## config.mk

```make
export PLATFORM = sky130hd
export DESIGN_NAME = maze_bfs_solver
export DESIGN_NICKNAME = d
export VERILOG_FILES = /design/src/rtl/maze_pkg.sv /design/src/rtl/bfs_fifo.sv /design/src/rtl/maze_bfs_solver.sv
export SDC_FILE = /design/constraint.sdc
export NUM_CORES = 2
export LEC_CHECK = 0
export ABC_AREA = 1
export ABC_CLOCK_PERIOD_IN_PS = 53700
export CAP_MARGIN = 20
export CORE_MARGIN = 2
export CORE_UTILIZATION = 30
export CTS_CLUSTER_SIZE = 20
export DETAILED_ROUTE_END_ITERATION = 7
export PLACE_DENSITY_LB_ADDON = 0.15
export SLEW_MARGIN = 20
export SYNTH_ARGS = -nofsm -noshare
export SYNTH_HDL_FRONTEND = slang
export SYNTH_SLANG_ARGS = --single-unit
```

## constraint.sdc

```tcl
create_clock -name clk -period 53.7 [get_ports clk]
set_clock_uncertainty 0.05 [all_clocks]
set_input_delay 5.37 -clock clk [delete_from_list [all_inputs] [get_ports clk]]
set_output_delay 5.37 -clock clk [all_outputs]
set_load 0.02 [all_outputs]
```

## src/rtl/maze_pkg.sv

```systemverilog
// Shared types for the BFS maze solver: FSM states, move directions and cell coordinates.
package maze_pkg;

    localparam int COORD_MAX_W = 8;

    typedef enum logic [2:0] {
        IDLE   = 3'd0,
        LOAD   = 3'd1,
        SEARCH = 3'd2,
        TRACE  = 3'd3,
        FAIL   = 3'd4
    } state_e;

    typedef enum logic [1:0] {
        UP    = 2'd0,
        LEFT  = 2'd1,
        DOWN  = 2'd2,
        RIGHT = 2'd3
    } dir_e;

    typedef struct packed {
        logic [COORD_MAX_W-1:0] x;
        logic [COORD_MAX_W-1:0] y;
    } coord_t;

    // UP<->DOWN and LEFT<->RIGHT differ only in bit 1 of the encoding.
    function automatic dir_e dir_opposite(input dir_e d);
        return dir_e'(d ^ 2'b10);
    endfunction

endpackage

```

## src/rtl/bfs_fifo.sv

```systemverilog
// Circular queue of (x,y) cells for the BFS frontier; a push while full is dropped,
// a pop while empty is ignored, clr empties the queue in one cycle.
module bfs_fifo #(
    parameter int Q_DEPTH = 225,
    parameter int CW      = 4
) (
    input  logic          clk,
    input  logic          rst_n,
    input  logic          clr,
    input  logic          push,
    input  logic          pop,
    input  logic [CW-1:0] push_x,
    input  logic [CW-1:0] push_y,
    output logic [CW-1:0] head_x,
    output logic [CW-1:0] head_y,
    output logic          full,
    output logic          empty
);
    localparam int PW = (Q_DEPTH > 1) ? $clog2(Q_DEPTH) : 1;
    localparam int NW = $clog2(Q_DEPTH + 1);

    logic [2*CW-1:0] mem [Q_DEPTH];
    logic [PW-1:0]   wr_ptr_q, wr_ptr_d;
    logic [PW-1:0]   rd_ptr_q, rd_ptr_d;
    logic [NW-1:0]   count_q, count_d;
    logic            do_push, do_pop;

    // Depth need not be a power of two, so pointers wrap explicitly.
    function automatic logic [PW-1:0] ptr_inc(input logic [PW-1:0] p);
        return (p == PW'(Q_DEPTH - 1)) ? '0 : p + PW'(1);
    endfunction

    assign full    = (count_q == NW'(Q_DEPTH));
    assign empty   = (count_q == '0);
    assign do_push = push && !full && !clr;
    assign do_pop  = pop && !empty && !clr;
    assign {head_x, head_y} = mem[rd_ptr_q];

    always_comb begin
        wr_ptr_d = wr_ptr_q;
        rd_ptr_d = rd_ptr_q;
        count_d  = count_q;
        if (clr) begin
            wr_ptr_d = '0;
            rd_ptr_d = '0;
            count_d  = '0;
        end else begin
            if (do_push) wr_ptr_d = ptr_inc(wr_ptr_q);
            if (do_pop)  rd_ptr_d = ptr_inc(rd_ptr_q);
            if (do_push && !do_pop)      count_d = count_q + NW'(1);
            else if (do_pop && !do_push) count_d = count_q - NW'(1);
        end
    end

    always_ff @(posedge clk) begin
        if (!rst_n) begin
            wr_ptr_q <= '0;
            rd_ptr_q <= '0;
            count_q  <= '0;
        end else begin
            wr_ptr_q <= wr_ptr_d;
            rd_ptr_q <= rd_ptr_d;
            count_q  <= count_d;
        end
    end

    always_ff @(posedge clk) begin
        if (do_push) mem[wr_ptr_q] <= {push_x, push_y};
    end

endmodule

```

## src/rtl/maze_bfs_solver.sv

```systemverilog
// BFS maze solver: raster-loads a MAZE_N x MAZE_N wall map, searches (1,1) -> (MAZE_N-2,MAZE_N-2)
// and streams the path goal-first. Define MAZE_BFS_ENDPOINT_CHECK_EN to fail fast on walled endpoints.
module maze_bfs_solver
    import maze_pkg::*;
#(
    parameter int MAZE_N  = 15,
    parameter int CW      = 4,
    parameter int Q_DEPTH = MAZE_N * MAZE_N
) (
    input  logic          clk,
    input  logic          rst_n,
    input  logic          in_valid,
    input  logic          maze,
    output logic          out_valid,
    output logic          maze_not_valid,
    output logic [CW-1:0] out_x,
    output logic [CW-1:0] out_y
);
    localparam int N2        = MAZE_N * MAZE_N;
    localparam int IW        = $clog2(N2);
    localparam int START_IDX = MAZE_N + 1;
    localparam int GOAL_C    = MAZE_N - 2;
`ifdef MAZE_BFS_ENDPOINT_CHECK_EN
    localparam int GOAL_IDX  = GOAL_C * MAZE_N + GOAL_C;
`endif

    state_e          state_q, state_d;
    logic [IW-1:0]   load_cnt_q, load_cnt_d;
    logic [N2-1:0]   maze_q, maze_d;
    logic [N2-1:0]   visited_q, visited_d;
    logic [2*N2-1:0] parent_q, parent_d;
    logic [CW-1:0]   cur_x_q, cur_x_d, cur_y_q, cur_y_d;
    logic [CW-1:0]   trace_x_q, trace_x_d, trace_y_q, trace_y_d;
    dir_e            dir_q, dir_d;
    logic            ovf_q, ovf_d;
    logic            out_valid_q, out_valid_d, out_nv_q, out_nv_d;
    logic [CW-1:0]   out_x_q, out_x_d, out_y_q, out_y_d;

    logic [CW-1:0]   nb_x, nb_y;
    logic [IW-1:0]   nb_idx, trace_idx;
    logic            nb_in_range, nb_take, nb_is_goal;
    dir_e            trace_dir;

    logic            fifo_clr, fifo_push, fifo_pop, fifo_full, fifo_empty;
    logic [CW-1:0]   head_x, head_y;

    function automatic logic [IW-1:0] cell_idx(input logic [CW-1:0] x, input logic [CW-1:0] y);
        return IW'(y) * IW'(MAZE_N) + IW'(x);
    endfunction

    bfs_fifo #(
        .Q_DEPTH (Q_DEPTH),
        .CW      (CW)
    ) u_fifo (
        .clk    (clk),
        .rst_n  (rst_n),
        .clr    (fifo_clr),
        .push   (fifo_push),
        .pop    (fifo_pop),
        .push_x (nb_x),
        .push_y (nb_y),
        .head_x (head_x),
        .head_y (head_y),
        .full   (fifo_full),
        .empty  (fifo_empty)
    );

    // Neighbour under examination this cycle; wrapped coordinates are masked by nb_in_range.
    always_comb begin
        nb_x        = cur_x_q;
        nb_y        = cur_y_q;
        nb_in_range = 1'b0;
        unique case (dir_q)
            UP:    begin nb_in_range = (cur_y_q != '0);                nb_y = cur_y_q - CW'(1); end
            LEFT:  begin nb_in_range = (cur_x_q != '0);                nb_x = cur_x_q - CW'(1); end
            DOWN:  begin nb_in_range = (cur_y_q != CW'(MAZE_N - 1));   nb_y = cur_y_q + CW'(1); end
            RIGHT: begin nb_in_range = (cur_x_q != CW'(MAZE_N - 1));   nb_x = cur_x_q + CW'(1); end
        endcase
        nb_idx     = cell_idx(nb_x, nb_y);
        nb_take    = nb_in_range && !maze_q[nb_idx] && !visited_q[nb_idx];
        nb_is_goal = (nb_x == CW'(GOAL_C)) && (nb_y == CW'(GOAL_C));
        trace_idx  = cell_idx(trace_x_q, trace_y_q);
        trace_dir  = dir_e'(parent_q[{trace_idx, 1'b0} +: 2]);
    end

    always_comb begin
        state_d     = state_q;
        load_cnt_d  = load_cnt_q;
        maze_d      = maze_q;
        visited_d   = visited_q;
        parent_d    = parent_q;
        cur_x_d     = cur_x_q;
        cur_y_d     = cur_y_q;
        trace_x_d   = trace_x_q;
        trace_y_d   = trace_y_q;
        dir_d       = dir_q;
        ovf_d       = ovf_q;
        fifo_clr    = 1'b0;
        fifo_push   = 1'b0;
        fifo_pop    = 1'b0;
        out_valid_d = 1'b0;
        out_nv_d    = 1'b0;
        out_x_d     = '0;
        out_y_d     = '0;
        unique case (state_q)
            IDLE: begin
                if (in_valid) begin
                    maze_d[0]  = maze;
                    load_cnt_d = IW'(1);
                    state_d    = LOAD;
                end
            end
            LOAD: begin
                if (in_valid) begin
                    maze_d[load_cnt_q] = maze;
                    load_cnt_d         = load_cnt_q + IW'(1);
                    if (load_cnt_q == IW'(N2 - 1)) begin
                        load_cnt_d           = '0;
                        visited_d            = '0;
                        visited_d[START_IDX] = 1'b1;
                        parent_d             = '0;
                        cur_x_d              = CW'(1);
                        cur_y_d              = CW'(1);
                        dir_d                = UP;
                        fifo_clr             = 1'b1;
`ifdef MAZE_BFS_ENDPOINT_CHECK_EN
                        state_d = (maze_q[START_IDX] || maze_q[GOAL_IDX]) ? FAIL : SEARCH;
`else
                        state_d = SEARCH;
`endif
                    end
                end
            end
            SEARCH: begin
                dir_d = dir_e'(dir_q + 2'd1);
                if (nb_take) begin
                    visited_d[nb_idx]                = 1'b1;
                    parent_d[{nb_idx, 1'b0} +: 2]    = dir_opposite(dir_q);
                    // With an empty queue the last neighbour would be popped straight back: use it directly.
                    if (!(dir_q == RIGHT && fifo_empty)) begin
                        fifo_push = 1'b1;
                        if (fifo_full) ovf_d = 1'b1;
                    end
                end
                if (nb_take && nb_is_goal) begin
                    state_d   = TRACE;
                    trace_x_d = nb_x;
                    trace_y_d = nb_y;
                end else if (dir_q == RIGHT) begin
                    if (!fifo_empty) begin
                        fifo_pop = 1'b1;
                        cur_x_d  = head_x;
                        cur_y_d  = head_y;
                    end else if (nb_take) begin
                        cur_x_d = nb_x;
                        cur_y_d = nb_y;
                    end else begin
                        state_d = FAIL;
                    end
                end
            end
            TRACE: begin
                out_valid_d = 1'b1;
                out_x_d     = trace_x_q;
                out_y_d     = trace_y_q;
                if (trace_x_q == CW'(1) && trace_y_q == CW'(1)) begin
                    state_d = IDLE;
                end else begin
                    unique case (trace_dir)
                        UP:    trace_y_d = trace_y_q - CW'(1);
                        LEFT:  trace_x_d = trace_x_q - CW'(1);
                        DOWN:  trace_y_d = trace_y_q + CW'(1);
                        RIGHT: trace_x_d = trace_x_q + CW'(1);
                    endcase
                end
            end
            FAIL: begin
                out_valid_d = 1'b1;
                out_nv_d    = 1'b1;
                state_d     = IDLE;
            end
            default: state_d = IDLE;
        endcase
    end

    always_ff @(posedge clk) begin
        if (!rst_n) begin
            state_q     <= IDLE;
            load_cnt_q  <= '0;
            visited_q   <= '0;
            parent_q    <= '0;
            dir_q       <= UP;
            ovf_q       <= 1'b0;
            out_valid_q <= 1'b0;
            out_nv_q    <= 1'b0;
            out_x_q     <= '0;
            out_y_q     <= '0;
        end else begin
            state_q     <= state_d;
            load_cnt_q  <= load_cnt_d;
            visited_q   <= visited_d;
            parent_q    <= parent_d;
            dir_q       <= dir_d;
            ovf_q       <= ovf_d;
            out_valid_q <= out_valid_d;
            out_nv_q    <= out_nv_d;
            out_x_q     <= out_x_d;
            out_y_q     <= out_y_d;
        end
    end

    // Wall map and walk cursors are always rewritten before use, so they carry no reset.
    always_ff @(posedge clk) begin
        maze_q    <= maze_d;
        cur_x_q   <= cur_x_d;
        cur_y_q   <= cur_y_d;
        trace_x_q <= trace_x_d;
        trace_y_q <= trace_y_d;
    end

    assign out_valid      = out_valid_q;
    assign maze_not_valid = out_nv_q;
    assign out_x          = out_x_q;
    assign out_y          = out_y_q;

endmodule

```

### Word-level counts from Yosys, hierarchy flattened

Memories as Yosys holds them, arrays and structs flattened. A register that Yosys moved wholly into a read port is not among the register bits.
Index checks and enable logic that the tools add are counted.

| word-level totals | value |
|---|---|
| register bits | 963 |
| bits in writable memories | 1,800 |
| input port bits | 4 |
| output and inout port bits | 10 |
| memories kept | 1 |

Memory list:

| name | words | bits a word | read ports | clocked after memory_dff | write ports | RTL line | RTL |
|---|---|---|---|---|---|---|---|
| u_fifo.mem | 225 | 8 | 1 | 1 | 1 | bfs_fifo.sv:22 | `logic [2*CW-1:0] mem [Q_DEPTH];` |

| operators by class | value |
|---|---|
| $add $sub $neg | 17 |
| multipliers | 2 |
| $lt $le $gt $ge | 4 |
| equality and inequality tests | 35 |
| shifts and indexed selects | 3 |
| mux-type cells | 80 |
| bitwise operators | 3 |
| reduce and logical (&&, ||, !) cells | 42 |

Operators with widths:

| cell | count |
|---|---|
| 2-to-1 mux 450 bit | 3 |
| one-hot mux 450 bit (2 select lines) | 1 |
| 2-to-1 mux 225 bit | 3 |
| bitwise mux 450 bit | 1 |
| one-hot mux 225 bit (2 select lines) | 1 |
| variable shift 2 x 11 -> 450 bit (first input constant) | 1 |
| indexed part select 2 x 11 -> 450 bit | 1 |
| indexed part select 450 x 10 -> 2 bit | 1 |
| bitwise mux 225 bit | 1 |
| OR 225 bit | 1 |
| 2-to-1 mux 8 bit | 9 |
| one-hot mux 4 bit (2 select lines) | 8 |
| 2-to-1 mux 4 bit | 14 |
| adder 8 x 1 -> 8 bit (second input constant) | 4 |
| equality test 8 bit (second input constant) | 4 |
| 2-to-1 mux 3 bit | 8 |
| 2-to-1 mux 1 bit | 20 |
| < comparator 8 x 9 -> 1 bit (second input constant) | 2 |
| inequality test 2 bit (second input constant) | 9 |
| adder 4 x 1 -> 4 bit (second input constant) | 4 |
| adder 8 x 4 -> 8 bit | 2 |
| binary-select mux 1 bit (select 8 bit) | 2 |
| demux 1 bit (select 8 bit) | 2 |
| greater-or-equal comparator 8 x 1 -> 1 bit (second input constant) | 2 |
| other kinds (35) | 82 |

### Depth between registers and ports, before layout

| depth | value |
|---|---|
| depth in word-level cells | 17 |
| depth in mapped cells | 48 |
| gate-level depth less buffers | 48 |

### By module

A second synthesis with hierarchy kept.

| second synthesis, totals | value |
|---|---|
| cell total of the unflattened synthesis | 14,514 |
| area total of the unflattened synthesis | 128,918.6 um^2 |

By module, submodules not included:

| module | times used | cells an instance | area each (um^2) |
|---|---|---|---|
| bfs_fifo | 1 | 6,414 | 75,202.1 |
| maze_bfs_solver | 1 | 8,100 | 53,716.5 |

### Least setup slack after synthesis

No wires, ideal clock.

| timing | value |
|---|---|
| kind | register to register |
| start point | register dir_q[0] |
| end point | register u_fifo.count_q[7] |
| library setup time | 0.119 ns |
| data arrival time | 17.151 ns |
| setup slack | 36.380 ns |
| cell stages (with the launch flop) | 41 |
| buffers on the path | 0 |
| clock period less this slack | 17.320 ns |
| path through | dfxtp_1 > inv_1 > ha_1 > fa_1 > o21ai_0 > inv_1 > fa_1 > fa_1 > fa_1 > inv_1 > ha_1 > a21oi_1 > nand2_1 > nand2_1 > nand2_1 > nor2_1 > inv_1 > nor2_1 > (+5 left out) > nand3_1 > inv_1 > nor2_1 > nand2_1 > ha_1 > inv_1 > ha_1 > a21oi_1 > nand2_1 > a21oi_1 > nor2_1 > nor2_1 > nor2_1 > o21a_1 > o21ai_0 > nand3_1 > o21ai_0 > a21oi_1 |

| between the ends | value |
|---|---|
| cells in the longest elaborated chain, start to end | 17 |
| elaborated cells on any way between the ends | 38 |

RTL lines:

| what | RTL line | RTL |
|---|---|---|
| from (decl) | maze_bfs_solver.sv:34 | `dir_e dir_q, dir_d;` |
| from (signal assigned) | maze_bfs_solver.sv:203 | `dir_q <= dir_d;` |
| equality test 2 bit or logical NOT 2 bit (tied branches) | maze_bfs_solver.sv:73 | `unique case (dir_q)` |
| one-hot mux 4 bit (2 select lines) * | maze_bfs_solver.sv:73 |  |
| named net nb_y[1] | maze_bfs_solver.sv:39 | `logic [CW-1:0] nb_x, nb_y;` |
| multiplier 4 x 4 -> 8 bit | maze_bfs_solver.sv:48 | `return IW'(y) * IW'(MAZE_N) + IW'(x);` |
| adder 8 x 4 -> 8 bit | maze_bfs_solver.sv:48 |  |
| binary-select mux 1 bit (select 8 bit) | maze_bfs_solver.sv:80 | `nb_take = nb_in_range && !maze_q[nb_idx] && !visited_q[nb_idx];` |
| 2-to-1 mux 1 bit (implied by the code) | maze_bfs_solver.sv:80 |  |
| logical NOT 1 bit | maze_bfs_solver.sv:80 |  |
| logical AND 1 bit (2 in a row) | maze_bfs_solver.sv:80 |  |
| logical AND 1 bit | maze_bfs_solver.sv:145 | `if (nb_take && nb_is_goal) begin` |
| 2-to-1 mux 1 bit | maze_bfs_solver.sv:145 |  |
| 2-to-1 mux 1 bit | maze_bfs_solver.sv:105 | `unique case (state_q)` |
| logical AND 1 bit (2 in a row) | bfs_fifo.sv:36 | `assign do_pop = pop && !empty && !clr;` |
| logical NOT 1 bit | bfs_fifo.sv:50 | `if (do_push && !do_pop) count_d = count_q + NW'(1);` |
| logical AND 1 bit | bfs_fifo.sv:50 |  |
| 2-to-1 mux 8 bit or nonzero test 2 bit (tied branches) | -- |  |
| to (signal assigned) | bfs_fifo.sv:63 | `count_q <= count_d;` |
| to (decl) | bfs_fifo.sv:25 | `logic [NW-1:0] count_q, count_d;` |

The timed path passes the listed nets; every way through them passes the cells marked *. The select of a mux whose other input is x is not followed.
A chain may end at the register's enable or synchronous reset.

### Worst setup path after layout

| timing | value |
|---|---|
| start point | register dir_q[0] |
| end point | register u_fifo.count_q[7] |

| between the ends | value |
|---|---|
| cells in the longest elaborated chain, start to end | 17 |
| elaborated cells on any way between the ends | 38 |

RTL lines:

| what | RTL line |
|---|---|
| equality test 2 bit or logical NOT 2 bit (tied branches) | maze_bfs_solver.sv:73 |
| one-hot mux 4 bit (2 select lines) | maze_bfs_solver.sv:73 |
| multiplier 4 x 4 -> 8 bit | maze_bfs_solver.sv:48 |
| adder 8 x 4 -> 8 bit | maze_bfs_solver.sv:48 |
| binary-select mux 1 bit (select 8 bit) | maze_bfs_solver.sv:80 |
| 2-to-1 mux 1 bit (implied by the code) | maze_bfs_solver.sv:80 |
| logical NOT 1 bit | maze_bfs_solver.sv:80 |
| logical AND 1 bit (2 in a row) | maze_bfs_solver.sv:80 |
| logical AND 1 bit | maze_bfs_solver.sv:145 |
| 2-to-1 mux 1 bit | maze_bfs_solver.sv:145 |
| 2-to-1 mux 1 bit | maze_bfs_solver.sv:105 |
| logical AND 1 bit (2 in a row) | bfs_fifo.sv:36 |
| logical NOT 1 bit | bfs_fifo.sv:50 |
| logical AND 1 bit | bfs_fifo.sv:50 |
| 2-to-1 mux 8 bit or nonzero test 2 bit (tied branches) | -- |

Parallel ways exist; a longest one is shown, timed or not. The select of a mux whose other input is x is not followed.

==> flow_summary.toml <==
[hold_path]
hold_end = "visited_q[212]"
hold_path.class = "reg -> reg"
hold_path_depth = 2
min_from = "visited_q[212]"

[finish]
nets = 13093
layout_common_cells = "nand2_1 (2,474), nor2_1 (2,388), edfxtp_1 (2,041), o21ai_0 (1,358), a21oi_1 (846)"
syn_to_final_growth_pct = 12.0
final_common_cell = "nand2_1"
post_route_cells_drive_above_1_share_pct = 5.62
postLayoutCellArea_sq_um = 139000

[timing]
min_period_ns = 9.96
tns_ns = 0
setup_viol_count_final = 0
rsz0062_at_grt = "false"
hold_violations = 0
max_freq_mhz = 100
relSlewSlack_pct = 22.0
worstMarginPinSlew_ns = 1.17
period_share_pct = 18.6
drv_slew = 0

[critical_path]
worstSetupEndpointType = "register"
reg2reg_depth = 39
cp.required_ns = 54.44
r2r-start = "dir_q[0]"
worstSetupPathType = "reg -> reg"
critical_path.max_stage_delay_ns = 0.86
cp_slowest_cell = "o21ai_0"
r2r-end = "u_fifo.count_q[7]"
worstPathMaxFanout = 31
start_kind = "register"
r2r_setup_slack_ns = 43.74
crit_arrival_ns = 10.71

[flow_run]
maxCapViolations = 0

[detailed_routing]
routed_wirelength_microns = 444000
routedWlPerCell_microns = 23.7
vias = 96880
drt_iter0_drc = 9112
drtPass1Iterations = 6
drc_errors = 0
postRouteAntennaNets = 0
via_per_inst = 5.17

[global_routing]
grt-ovfl-total = 0
track_usage_pct = 20.5
grt_max_degree = 196
grt_pass1_wl_microns = 651000
antenna_found_initial = 5
grt_pass1_vias = 93683

[clock_network]
clkTransAtPathRegs_ns = 0.07
ctsResizeCount = 0
htree_levels = 5
clk-insertion-delay-late_ns = 0.96
cts_inserted_buffers = 315
cts_setup_buffers = 0
cts_tree = "built"
clockRootBuffer = "clkbuf_16"
cts_sinks = 2771
hold_buffers = 0
cts_buffer_depth = 4

[placed_design]
portBuffers = 13
place_congestion = 0.845
place.detailed.hpwl_microns = 257000
dpl-instance-area_sq_um = 129000

[yosys]
synthCells = 13462
synth-seq-area-share_pct = 61.1
ys_warn_count = 0
synth.avg_cell_area_sq_um = 9.24
synth_edf_count = 2041
ys_seq_elements = 2771
synth.net_count = 13559
synth_cell_types = 48
syn_area_sq_um = 124000
synth_ff_type = "edfxtp_1"
async_flop_share_pct = 0

[status]
status = "completed"

[die]
pin_count = 14
rows = 236
start_util_pct = 30.1
dieWidth_microns = 648
die-area_sq_um = 420000
core_region_area_sq_um = 413000
die_y_microns = 648
area by class of cell:
class	instances	area, sq um
inverter	661	2580
tap	5474	6850
antenna	2	5.00
clock inverter	154	1450
multi-input combinational	9064	42300
fill	42671	274000
timing repair buffer	183	1610
sequential	2771	75900
clock buffer	418	8570
Yosys cell counts, types with 93 or more instances:
library cell / count / area share, %
inv_1: 633 / 1.9
buf_2: 129 / 0.52
nor2_1: 2406 / 7.3
clkbuf_1: 720 / 2.2
a21oi_1: 846 / 3.4
o221ai_1: 162 / 1.1
dfxtp_1: 730 / 12
nor3_1: 99 / 0.40
nand3_1: 838 / 3.4
edfxtp_1: 2041 / 49
o211ai_1: 113 / 0.68
o21ai_0: 1360 / 5.5
nand4_1: 93 / 0.47
o22ai_1: 364 / 1.8
nand2_1: 2492 / 7.5
flip-flops by register name, summed over array words and instances (netlist names), named ones only:
| name | cells |
|---|---|
| cur_y_q | 4 |
| cur_x_q | 4 |
| out_x | 4 |
| parent_q | 450 |
| trace_x_q | 4 |
| u_fifo.wr_ptr_q | 8 |
| dir_q | 2 |
| out_valid | 1 |
| trace_y_q | 4 |
| visited_q | 225 |
| u_fifo.rd_ptr_q | 8 |
| u_fifo.count_q | 8 |
| maze_not_valid | 1 |
| state_q | 3 |
| u_fifo.mem | 1800 |
| out_y | 4 |
| load_cnt_q | 8 |
| maze_q | 225 |
worst max-delay path, delay by kind of cell (launching register included):
family | cells | cell delay [ns]
adder cells (fa/ha/maj) | 7 | 2.94
flip-flops | 1 | 0.44
AO/OA/AOI/OAI | 8 | 1.82
AND/OR/NAND/NOR | 18 | 3.77
buffers and inverters | 6 | 0.80
worst max path at each step:
| stage | start | to | slack (ns) |
|---|---|---|---|
| floorplan | dir_q[0] | u_fifo.count_q[7] | 36.38 |
| global placement | dir_q[0] | u_fifo.count_q[7] | 43.73 |
| detailed placement | dir_q[0] | u_fifo.count_q[7] | 43.68 |
| CTS | dir_q[0] | u_fifo.count_q[7] | 43.68 |
| global route | dir_q[0] | u_fifo.count_q[7] | 42.71 |
| finish | dir_q[0] | u_fifo.count_q[7] | 43.74 |
metal layers:
metal  vias to the layer above  GRT usage, %  wire length, microns
met5                         -             0                     0
met4                         0          5.97                 12900
met2                      2819          33.4                206000
met3                       599          2.10                 23100
met1                     47939          28.8                203000
li1                      45523             -                     -
per-stage QoR:
stage               worst slack [ns]  cells  util, %  hold slack, ns
floorplan                      36.38  13462        -           0.377
global placement               43.73  18152     31.3           0.384
detailed placement             43.68  18153     31.3           0.387
CTS                            43.68  18725     33.7           0.395
global route                   42.71  18726     33.7           0.415
finish                         43.74  18727     33.7           0.396
kinds of logic after synthesis:
logic type	Yosys count	synth area share, %
xor gates and xnor gates	33	0.239
buffers and inverters	1627	5.18
AOI/OAI and AO/OA	2946	13.1
and+or+nand+nor	5992	19.4
adders and majority gates	93	1.03
DFF	2771	61.1
Power is not shown: default switching activity piles up to over one toggle a cycle in this logic, so the estimate is an artifact.
